[src/rtl/pwm_multi_pkg.sv]
// Shared definitions for the multi-channel UART-driven PWM controller.
// Holds the decoder state encoding, the default frame head byte, the
// field byte counts for the default counter widths and the frame length
// for both checksum settings.
// Optional feature macro: PWM_FRAME_CHKSUM_EN (adds a trailing checksum byte).
package pwm_multi_pkg;

  // Decoder state encoding
  localparam logic [2:0] S_IDLE  = 3'd0;
  localparam logic [2:0] S_CH    = 3'd1;
  localparam logic [2:0] S_PER   = 3'd2;
  localparam logic [2:0] S_HIGH  = 3'd3;
  localparam logic [2:0] S_NUM   = 3'd4;
  localparam logic [2:0] S_CHK   = 3'd5;
  localparam logic [2:0] S_APPLY = 3'd6;

  localparam logic [7:0] FRAME_HEAD_DEF = 8'h55;

  localparam int unsigned CNT_W_DEF = 32;
  localparam int unsigned NUM_W_DEF = 16;

  // Number of frame bytes carrying a field of width w
  function automatic int unsigned bytes_of(input int unsigned w);
    return (w + 32'd7) / 32'd8;
  endfunction

  localparam int unsigned CNT_BYTES = bytes_of(CNT_W_DEF);
  localparam int unsigned NUM_BYTES = bytes_of(NUM_W_DEF);

  // HEAD + CH + PERIOD + HIGH + NUM, optionally + CHK
  localparam int unsigned FRAME_LEN_NOCHK = 2 + 2 * CNT_BYTES + NUM_BYTES;
  localparam int unsigned FRAME_LEN_CHK   = FRAME_LEN_NOCHK + 1;

`ifdef PWM_FRAME_CHKSUM_EN
  localparam int unsigned FRAME_LEN = FRAME_LEN_CHK;
`else
  localparam int unsigned FRAME_LEN = FRAME_LEN_NOCHK;
`endif

endpackage

[src/rtl/pwm_chan.sv]
// One PWM channel: period counter, high-time compare and repeat counter.
// Ports:
//   clk, rst_n      clock, asynchronous active-low reset
//   load            one-cycle strobe: take period/high/num and restart
//   period, high    period and high time in clock cycles
//   num             repeat count, all-ones = run forever, 0 = stop
//   pwm, busy       registered waveform and generating flag
module pwm_chan #(
  parameter int unsigned CNT_W = 32,
  parameter int unsigned NUM_W = 16
) (
  input  logic             clk,
  input  logic             rst_n,
  input  logic             load,
  input  logic [CNT_W-1:0] period,
  input  logic [CNT_W-1:0] high,
  input  logic [NUM_W-1:0] num,
  output logic             pwm,
  output logic             busy
);

  localparam logic [NUM_W-1:0] NUM_INF = '1;

  logic [CNT_W-1:0] per_q;
  logic [CNT_W-1:0] high_q;
  logic [CNT_W-1:0] cnt_q;
  logic [NUM_W-1:0] rep_q;

  // Counter and output; pwm/busy track the counter value held in cnt_q
  always_ff @(posedge clk or negedge rst_n) begin
    if (!rst_n) begin
      per_q  <= '0;
      high_q <= '0;
      cnt_q  <= '0;
      rep_q  <= '0;
      pwm    <= 1'b0;
      busy   <= 1'b0;
    end else if (load) begin
      // A load always aborts the running waveform and starts at count 0
      per_q  <= period;
      high_q <= high;
      rep_q  <= num;
      cnt_q  <= '0;
      if (period == '0 || num == '0) begin
        pwm  <= 1'b0;
        busy <= 1'b0;
      end else begin
        pwm  <= (high != '0);
        busy <= 1'b1;
      end
    end else if (busy) begin
      if (cnt_q == CNT_W'(per_q - 1'b1)) begin
        cnt_q <= '0;
        if (rep_q != NUM_INF && rep_q == NUM_W'(1)) begin
          rep_q <= '0;
          pwm   <= 1'b0;
          busy  <= 1'b0;
        end else begin
          if (rep_q != NUM_INF) begin
            rep_q <= NUM_W'(rep_q - 1'b1);
          end
          pwm <= (high_q != '0);
        end
      end else begin
        // cnt_q < per_q - 1 here, so the increment cannot wrap
        cnt_q <= CNT_W'(cnt_q + 1'b1);
        pwm   <= (CNT_W'(cnt_q + 1'b1) < high_q);
      end
    end
  end

endmodule

[src/rtl/uart_pwm_multi_ctrl.sv]
// UART command decoder driving CH_NUM independent PWM channels.
// Frame (MSB first): HEAD, CH, PERIOD, HIGH, NUM [, CHK].
// Optional feature macro: PWM_FRAME_CHKSUM_EN -- when defined a CHK byte
// (8-bit sum of CH..NUM) terminates the frame and is verified.
// Ports:
//   i_clk, i_rst_n  clock, asynchronous active-low reset
//   i_rx_en         one-cycle strobe, i_rx_data valid
//   i_rx_data       received byte
//   o_pwm, o_busy   per-channel waveform and generating flag
//   o_frame_ok      one-cycle pulse: frame accepted and applied
//   o_frame_err     one-cycle pulse: frame rejected or gap timeout
module uart_pwm_multi_ctrl
  import pwm_multi_pkg::*;
#(
  parameter int unsigned CH_NUM     = 4,
  parameter int unsigned CNT_W      = CNT_W_DEF,
  parameter int unsigned NUM_W      = NUM_W_DEF,
  parameter logic [7:0]  FRAME_HEAD = FRAME_HEAD_DEF,
  parameter int unsigned GAP_CYC    = 50000
) (
  input  logic              i_clk,
  input  logic              i_rst_n,
  input  logic              i_rx_en,
  input  logic [7:0]        i_rx_data,
  output logic [CH_NUM-1:0] o_pwm,
  output logic [CH_NUM-1:0] o_busy,
  output logic              o_frame_ok,
  output logic              o_frame_err
);

  localparam int unsigned CNT_B = bytes_of(CNT_W);
  localparam int unsigned NUM_B = bytes_of(NUM_W);
  localparam int unsigned GAP_W = $clog2(GAP_CYC + 1);

  logic [2:0]        state_q, state_d;
  logic [7:0]        ch_q;
  logic [CNT_W-1:0]  per_q;
  logic [CNT_W-1:0]  high_q;
  logic [NUM_W-1:0]  num_q;
  logic [7:0]        bidx_q;
  logic [GAP_W-1:0]  gap_q;
  logic [CH_NUM-1:0] load_q, load_d;
`ifdef PWM_FRAME_CHKSUM_EN
  logic [7:0]        sum_q;
`endif

  logic timeout;
  logic frame_done;
  logic frame_good;
  logic ch_valid;
  logic in_frame;

  assign ch_valid = (32'(ch_q) < CH_NUM);
  assign in_frame = (state_q != S_IDLE) && (state_q != S_APPLY);

  // Decoder state register
  always_ff @(posedge i_clk or negedge i_rst_n) begin
    if (!i_rst_n) begin
      state_q <= S_IDLE;
    end else begin
      state_q <= state_d;
    end
  end

  // Next state, frame completion and per-channel load select
  always_comb begin
    state_d    = state_q;
    timeout    = 1'b0;
    frame_done = 1'b0;
    frame_good = 1'b0;
    load_d     = '0;

    if (in_frame && !i_rx_en && gap_q == GAP_W'(GAP_CYC - 1)) begin
      timeout = 1'b1;
    end

    case (state_q)
      // A head arriving during S_APPLY opens the next frame directly
      S_IDLE, S_APPLY: begin
        if (i_rx_en && i_rx_data == FRAME_HEAD) begin
          state_d = S_CH;
        end else begin
          state_d = S_IDLE;
        end
      end
      S_CH: begin
        if (i_rx_en) state_d = S_PER;
      end
      S_PER: begin
        if (i_rx_en && bidx_q == 8'(CNT_B - 1)) state_d = S_HIGH;
      end
      S_HIGH: begin
        if (i_rx_en && bidx_q == 8'(CNT_B - 1)) state_d = S_NUM;
      end
      S_NUM: begin
        if (i_rx_en && bidx_q == 8'(NUM_B - 1)) begin
`ifdef PWM_FRAME_CHKSUM_EN
          state_d = S_CHK;
`else
          state_d    = S_APPLY;
          frame_done = 1'b1;
          frame_good = ch_valid;
`endif
        end
      end
`ifdef PWM_FRAME_CHKSUM_EN
      S_CHK: begin
        if (i_rx_en) begin
          state_d    = S_APPLY;
          frame_done = 1'b1;
          frame_good = ch_valid && (sum_q == i_rx_data);
        end
      end
`endif
      default: state_d = S_IDLE;
    endcase

    if (timeout) begin
      state_d = S_IDLE;
    end

    for (int unsigned k = 0; k < CH_NUM; k++) begin
      load_d[k] = frame_done && frame_good && (32'(ch_q) == k);
    end
  end

  // Field assembly, byte index within a field and inter-byte gap timer
  always_ff @(posedge i_clk or negedge i_rst_n) begin
    if (!i_rst_n) begin
      ch_q   <= '0;
      per_q  <= '0;
      high_q <= '0;
      num_q  <= '0;
      bidx_q <= '0;
      gap_q  <= '0;
`ifdef PWM_FRAME_CHKSUM_EN
      sum_q  <= '0;
`endif
    end else begin
      if (i_rx_en || !in_frame || timeout) begin
        gap_q <= '0;
      end else begin
        gap_q <= GAP_W'(gap_q + 1'b1);
      end

      if (i_rx_en) begin
        case (state_q)
          S_CH: begin
            ch_q   <= i_rx_data;
            bidx_q <= '0;
`ifdef PWM_FRAME_CHKSUM_EN
            sum_q  <= i_rx_data;
`endif
          end
          S_PER: begin
            per_q  <= CNT_W'({per_q, i_rx_data});
            bidx_q <= (bidx_q == 8'(CNT_B - 1)) ? 8'd0 : 8'(bidx_q + 8'd1);
`ifdef PWM_FRAME_CHKSUM_EN
            sum_q  <= 8'(sum_q + i_rx_data);
`endif
          end
          S_HIGH: begin
            high_q <= CNT_W'({high_q, i_rx_data});
            bidx_q <= (bidx_q == 8'(CNT_B - 1)) ? 8'd0 : 8'(bidx_q + 8'd1);
`ifdef PWM_FRAME_CHKSUM_EN
            sum_q  <= 8'(sum_q + i_rx_data);
`endif
          end
          S_NUM: begin
            num_q  <= NUM_W'({num_q, i_rx_data});
            bidx_q <= (bidx_q == 8'(NUM_B - 1)) ? 8'd0 : 8'(bidx_q + 8'd1);
`ifdef PWM_FRAME_CHKSUM_EN
            sum_q  <= 8'(sum_q + i_rx_data);
`endif
          end
          default: bidx_q <= '0;
        endcase
      end
    end
  end

  // Frame result pulses and channel load strobes, active in S_APPLY
  always_ff @(posedge i_clk or negedge i_rst_n) begin
    if (!i_rst_n) begin
      o_frame_ok  <= 1'b0;
      o_frame_err <= 1'b0;
      load_q      <= '0;
    end else begin
      o_frame_ok  <= frame_done && frame_good;
      o_frame_err <= timeout || (frame_done && !frame_good);
      load_q      <= load_d;
    end
  end

  for (genvar k = 0; k < CH_NUM; k++) begin : g_chan
    pwm_chan #(
      .CNT_W (CNT_W),
      .NUM_W (NUM_W)
    ) u_chan (
      .clk    (i_clk),
      .rst_n  (i_rst_n),
      .load   (load_q[k]),
      .period (per_q),
      .high   (high_q),
      .num    (num_q),
      .pwm    (o_pwm[k]),
      .busy   (o_busy[k])
    );
  end

endmodule
[config.mk]
export PLATFORM = sky130hd
export DESIGN_NAME = uart_pwm_multi_ctrl
export DESIGN_NICKNAME = d
export VERILOG_FILES = /design/src/rtl/pwm_multi_pkg.sv /design/src/rtl/pwm_chan.sv /design/src/rtl/uart_pwm_multi_ctrl.sv
export SDC_FILE = /design/constraint.sdc
export NUM_CORES = 1
export LEC_CHECK = 0
export BUFFER_PORTS_ARGS = -buffer_cell sky130_fd_sc_hd__buf_2
export CAP_MARGIN = 10
export CELL_PAD_IN_SITES_DETAIL_PLACEMENT = 1
export CELL_PAD_IN_SITES_GLOBAL_PLACEMENT = 2
export CORE_ASPECT_RATIO = 0.7
export CORE_MARGIN = 3
export CORE_UTILIZATION = 42
export CTS_CLUSTER_SIZE = 14
export DETAILED_ROUTE_END_ITERATION = 10
export PLACE_DENSITY_LB_ADDON = 0.1
export SLEW_MARGIN = 20
export SYNTH_ARGS = -nofsm -noshare
export SYNTH_HDL_FRONTEND = slang
export SYNTH_SLANG_ARGS = --single-unit
[constraint.sdc]
create_clock -name i_clk -period 4.3 [get_ports i_clk]
set_clock_uncertainty 0.05 [all_clocks]
set_input_delay 1.075 -clock i_clk [delete_from_list [all_inputs] [get_ports i_clk]]
set_output_delay 1.075 -clock i_clk [all_outputs]
set_load 0.01 [all_outputs]
==> results.cfg <==
[synthesis]
syn-num-nets = 3919
synth_edf_count = 0
ys_seq_area_share_pct = 41.3
ys.warnings.count = 0
yosysTopAreaCellShare_pct = 41.3
async_flop_share_pct = 100
ys_top_cells_by_area = dfrtp_1 (41%), mux2_2 (6.4%), ha_1 (5.3%), xnor2_1 (4.4%), nand2_1 (4.3%)
syn_inst = 3761
syn-cell-area_um2 = 34900
ys_types = 86
ys_ff_latch = 577
synth.largest_area_cell = dfrtp_1
ys.flop_type = dfrtp_1
avgSynthCellArea_um2 = 9.29

[detailed_routing]
routed.top_layer = met5
routed-via-count = 30226
dr.first_iter.drc_count = 2644
wl_per_cell_um = 26.4
route.detailed.drc = 0
wl_met2_um = 56200
wirelength_um = 130000
ant_nets = 0
dr.pass1.iters = 5
wl_met3_um = 9320
viasPerCell = 6.13
wl_met1_um = 60900

[place]
hpwl_um = 96000
place_inst = 4806
place_congestion = 0.939
numPortBuffers = 20

[worst_setup_path]
r2r_end = g_chan[3].u_chan.cnt_q[28]$_DFFE_PN0P_
crit_type = register to register
r2r_cells = 11
cp-start-kind = register
cp-end-kind = register
crit_required_ns = 4.77
rrSetupSlack_ns = 0.05
r2r-start = g_chan[3].u_chan.per_q[7]$_DFFE_PN0P_
arrival_ns = 4.72
cp_max_fo = 15

[floorplanning]
rows = 87
io_pins = 21
coreArea_um2 = 81400
die_y_um = 247
die_w_um = 351
dieArea_um2 = 86700
initial_core_util_pct = 42.9

[grt]
grt_use_total_pct = 30.2
grt_max_degree = 100
grt-ovfl-total = 0
grt_pass1_vias = 31134
antenna_found_initial = 20
grt_pass1_wl_um = 199000

[cts]
cts_tree = yes
cts_max_path_buffers = 3
path_clk_slew_ns = 0.06
cts_root_buffer = clkbuf_16
clock_sinks = 577
clock_latency_ns = 0.65
htreeDepth = 3
cts_buffers = 66

[timing]
setup_viol = 0
slew_headroom_pct = 29.8
tightest_slew_ns = 1.05
tns_ns = 0
grt_setup_unrepaired = yes
min_period_ns = 4.25
period_share_pct = 98.7
hold_viol_final = 0
clock.fmax_mhz = 236
slew_viol_final = 0

[power]
ir_worst_vdd_mv = 0.446
p_leak_nw = 18.5
power.density_nw_per_um2 = 398

[min_path]
hold_path_class = primary input to asynchronous set/reset pin

[flow_run]
max_cap_viol_count = 0

[finish]
drive_gt1_share_pct = 15.0
final_nets = 3969
fin_cells = 4932
area_delta_synth_final_pct = 12.9

[run_status]
outcome = completed
==> critical path, stage by stage (launching register included) <==
cell and delay [ns]:
dfrtp_1 0.46, or4_1 0.69, or4_1 0.57, or4_1 0.56
xnor2_1 0.18, or4_1 0.48, nor4_2 0.40, buf_4 0.20
or2_2 0.12, buf_12 0.14, o21ai_0 0.08, a21o_1 0.19
==> Yosys cell counts, types with 106 or more instances <==
cell        n
clkbuf_1  164
dfrtp_1   577
ha_1      147
inv_1     190
mux2_2    197
nand2_1   404
nand3_1   131
nor2_1    215
nor3_1    108
nor4_1    125
o21ai_0   256
xnor2_1   174
xor2_1    106
==> cell usage in the layout, fill, tap and decap left out, drive strengths merged, types with 16 or more instances in the layout <==
| cell | instances |
|---|---|
| a22o | 45 |
| dfrtp | 577 |
| nand3 | 132 |
| nand2 | 404 |
| nor2 | 215 |
| xor2 | 106 |
| a31oi | 30 |
| ha | 147 |
| o21ai | 261 |
| nor2b | 27 |
| and3 | 39 |
| buf | 197 |
| or3 | 59 |
| nand4 | 93 |
| nor3 | 108 |
| o211ai | 36 |
| or2 | 23 |
| clkinv | 17 |
| nor4 | 128 |
| a32o | 38 |
| mux2 | 197 |
| or4 | 55 |
| inv | 192 |
| a21o | 58 |
| and4 | 16 |
| mux2i | 27 |
| xnor2 | 174 |
| a21oi | 75 |
| clkbuf | 93 |
| o21a | 17 |
| nand2b | 33 |
==> cell type report <==
cell class	instances	area, um^2
clock inverter	27	292
timing repair buffer	197	1590
multi-input combinational	2777	19100
sequential	577	14500
clock buffer	93	1960
tap	1068	1340
fill	9182	42000
inverter	192	721
antenna	1	2.50
==> state kept, by name, indices dropped and copies added, names as in the netlist, 8 cells and up <==
| register | cells |
|---|---|
| g_chan.u_chan.cnt_q | 128 |
| g_chan.u_chan.high_q | 128 |
| g_chan.u_chan.per_q | 128 |
| g_chan.u_chan.rep_q | 64 |
| high_q | 32 |
| per_q | 32 |
| gap_q | 16 |
| num_q | 16 |
| bidx_q | 8 |
| ch_q | 8 |
==> where the power goes <==
part           switching [mW]  internal, mW  total (mW)
combinational            1.38         0.887        2.27
clock                    2.52          3.44        5.95
sequential               1.64          5.83        7.47
==> what timing repair did <==
action,in CTS,in global routing
gates resized for setup,2,31
pin swaps,0,5
setup endpoints to repair,9,78
setup buffers,0,4
cloned,0,1
hold buffers,0,0
==> worst max path at each step <==
stage / slack [ns] / cells past startpoint / start / to
floorplan: 0.42 / 18 / g_chan[3].u_chan.cnt_q[2]$_DFFE_PN0P_ / g_chan[3].u_chan.pwm$_DFFE_PN0P_
global placement: 0.05 / 11 / g_chan[3].u_chan.per_q[7]$_DFFE_PN0P_ / g_chan[3].u_chan.cnt_q[2]$_DFFE_PN0P_
detailed placement: -0.02 / 11 / g_chan[3].u_chan.per_q[7]$_DFFE_PN0P_ / g_chan[3].u_chan.cnt_q[2]$_DFFE_PN0P_
CTS: 0.02 / 11 / g_chan[0].u_chan.per_q[19]$_DFFE_PN0P_ / g_chan[0].u_chan.rep_q[9]$_DFFE_PN0P_
global route: -0.03 / 11 / g_chan[3].u_chan.per_q[7]$_DFFE_PN0P_ / g_chan[3].u_chan.cnt_q[28]$_DFFE_PN0P_
finish: 0.05 / 11 / g_chan[3].u_chan.per_q[7]$_DFFE_PN0P_ / g_chan[3].u_chan.cnt_q[28]$_DFFE_PN0P_
==> stage by stage <==
stage | hold WS (ns) | instance area, um^2 | setup WS (ns) | power (mW) | util, %
finish | 0.420 | 39400 | 0.0545 | 15.7 | 48.4
floorplan | 0.375 | 34900 | 0.421 | 7.51 | -
detailed placement | 0.417 | 37000 | -0.0182 | 9.75 | 45.4
global placement | 0.387 | 37000 | 0.0491 | 9.68 | 45.4
CTS | 0.423 | 39300 | 0.0164 | 15.8 | 48.2
global route | 0.435 | 39400 | -0.0336 | 16.2 | 48.4
==> per-layer routing <==
metal,global-route usage [%],vias up
li1,-,13705
met1,43.5,15503
met2,45.4,814
met3,6.92,200
met4,8.33,4
met5,0,-
==> cells by family after synthesis <==
logic type / Yosys count / share of synthesized area (%)
AO/OA/AOI/OAI: 725 / 14.0
XOR/XNOR: 281 / 7.09
adder cells (fa/ha/maj): 148 / 5.30
buffers and inverters: 408 / 4.55
flip-flops: 577 / 41.3
multiplexers: 224 / 7.13
AND/OR/NAND/NOR: 1398 / 20.6
Power figures use the tool's default switching activity.
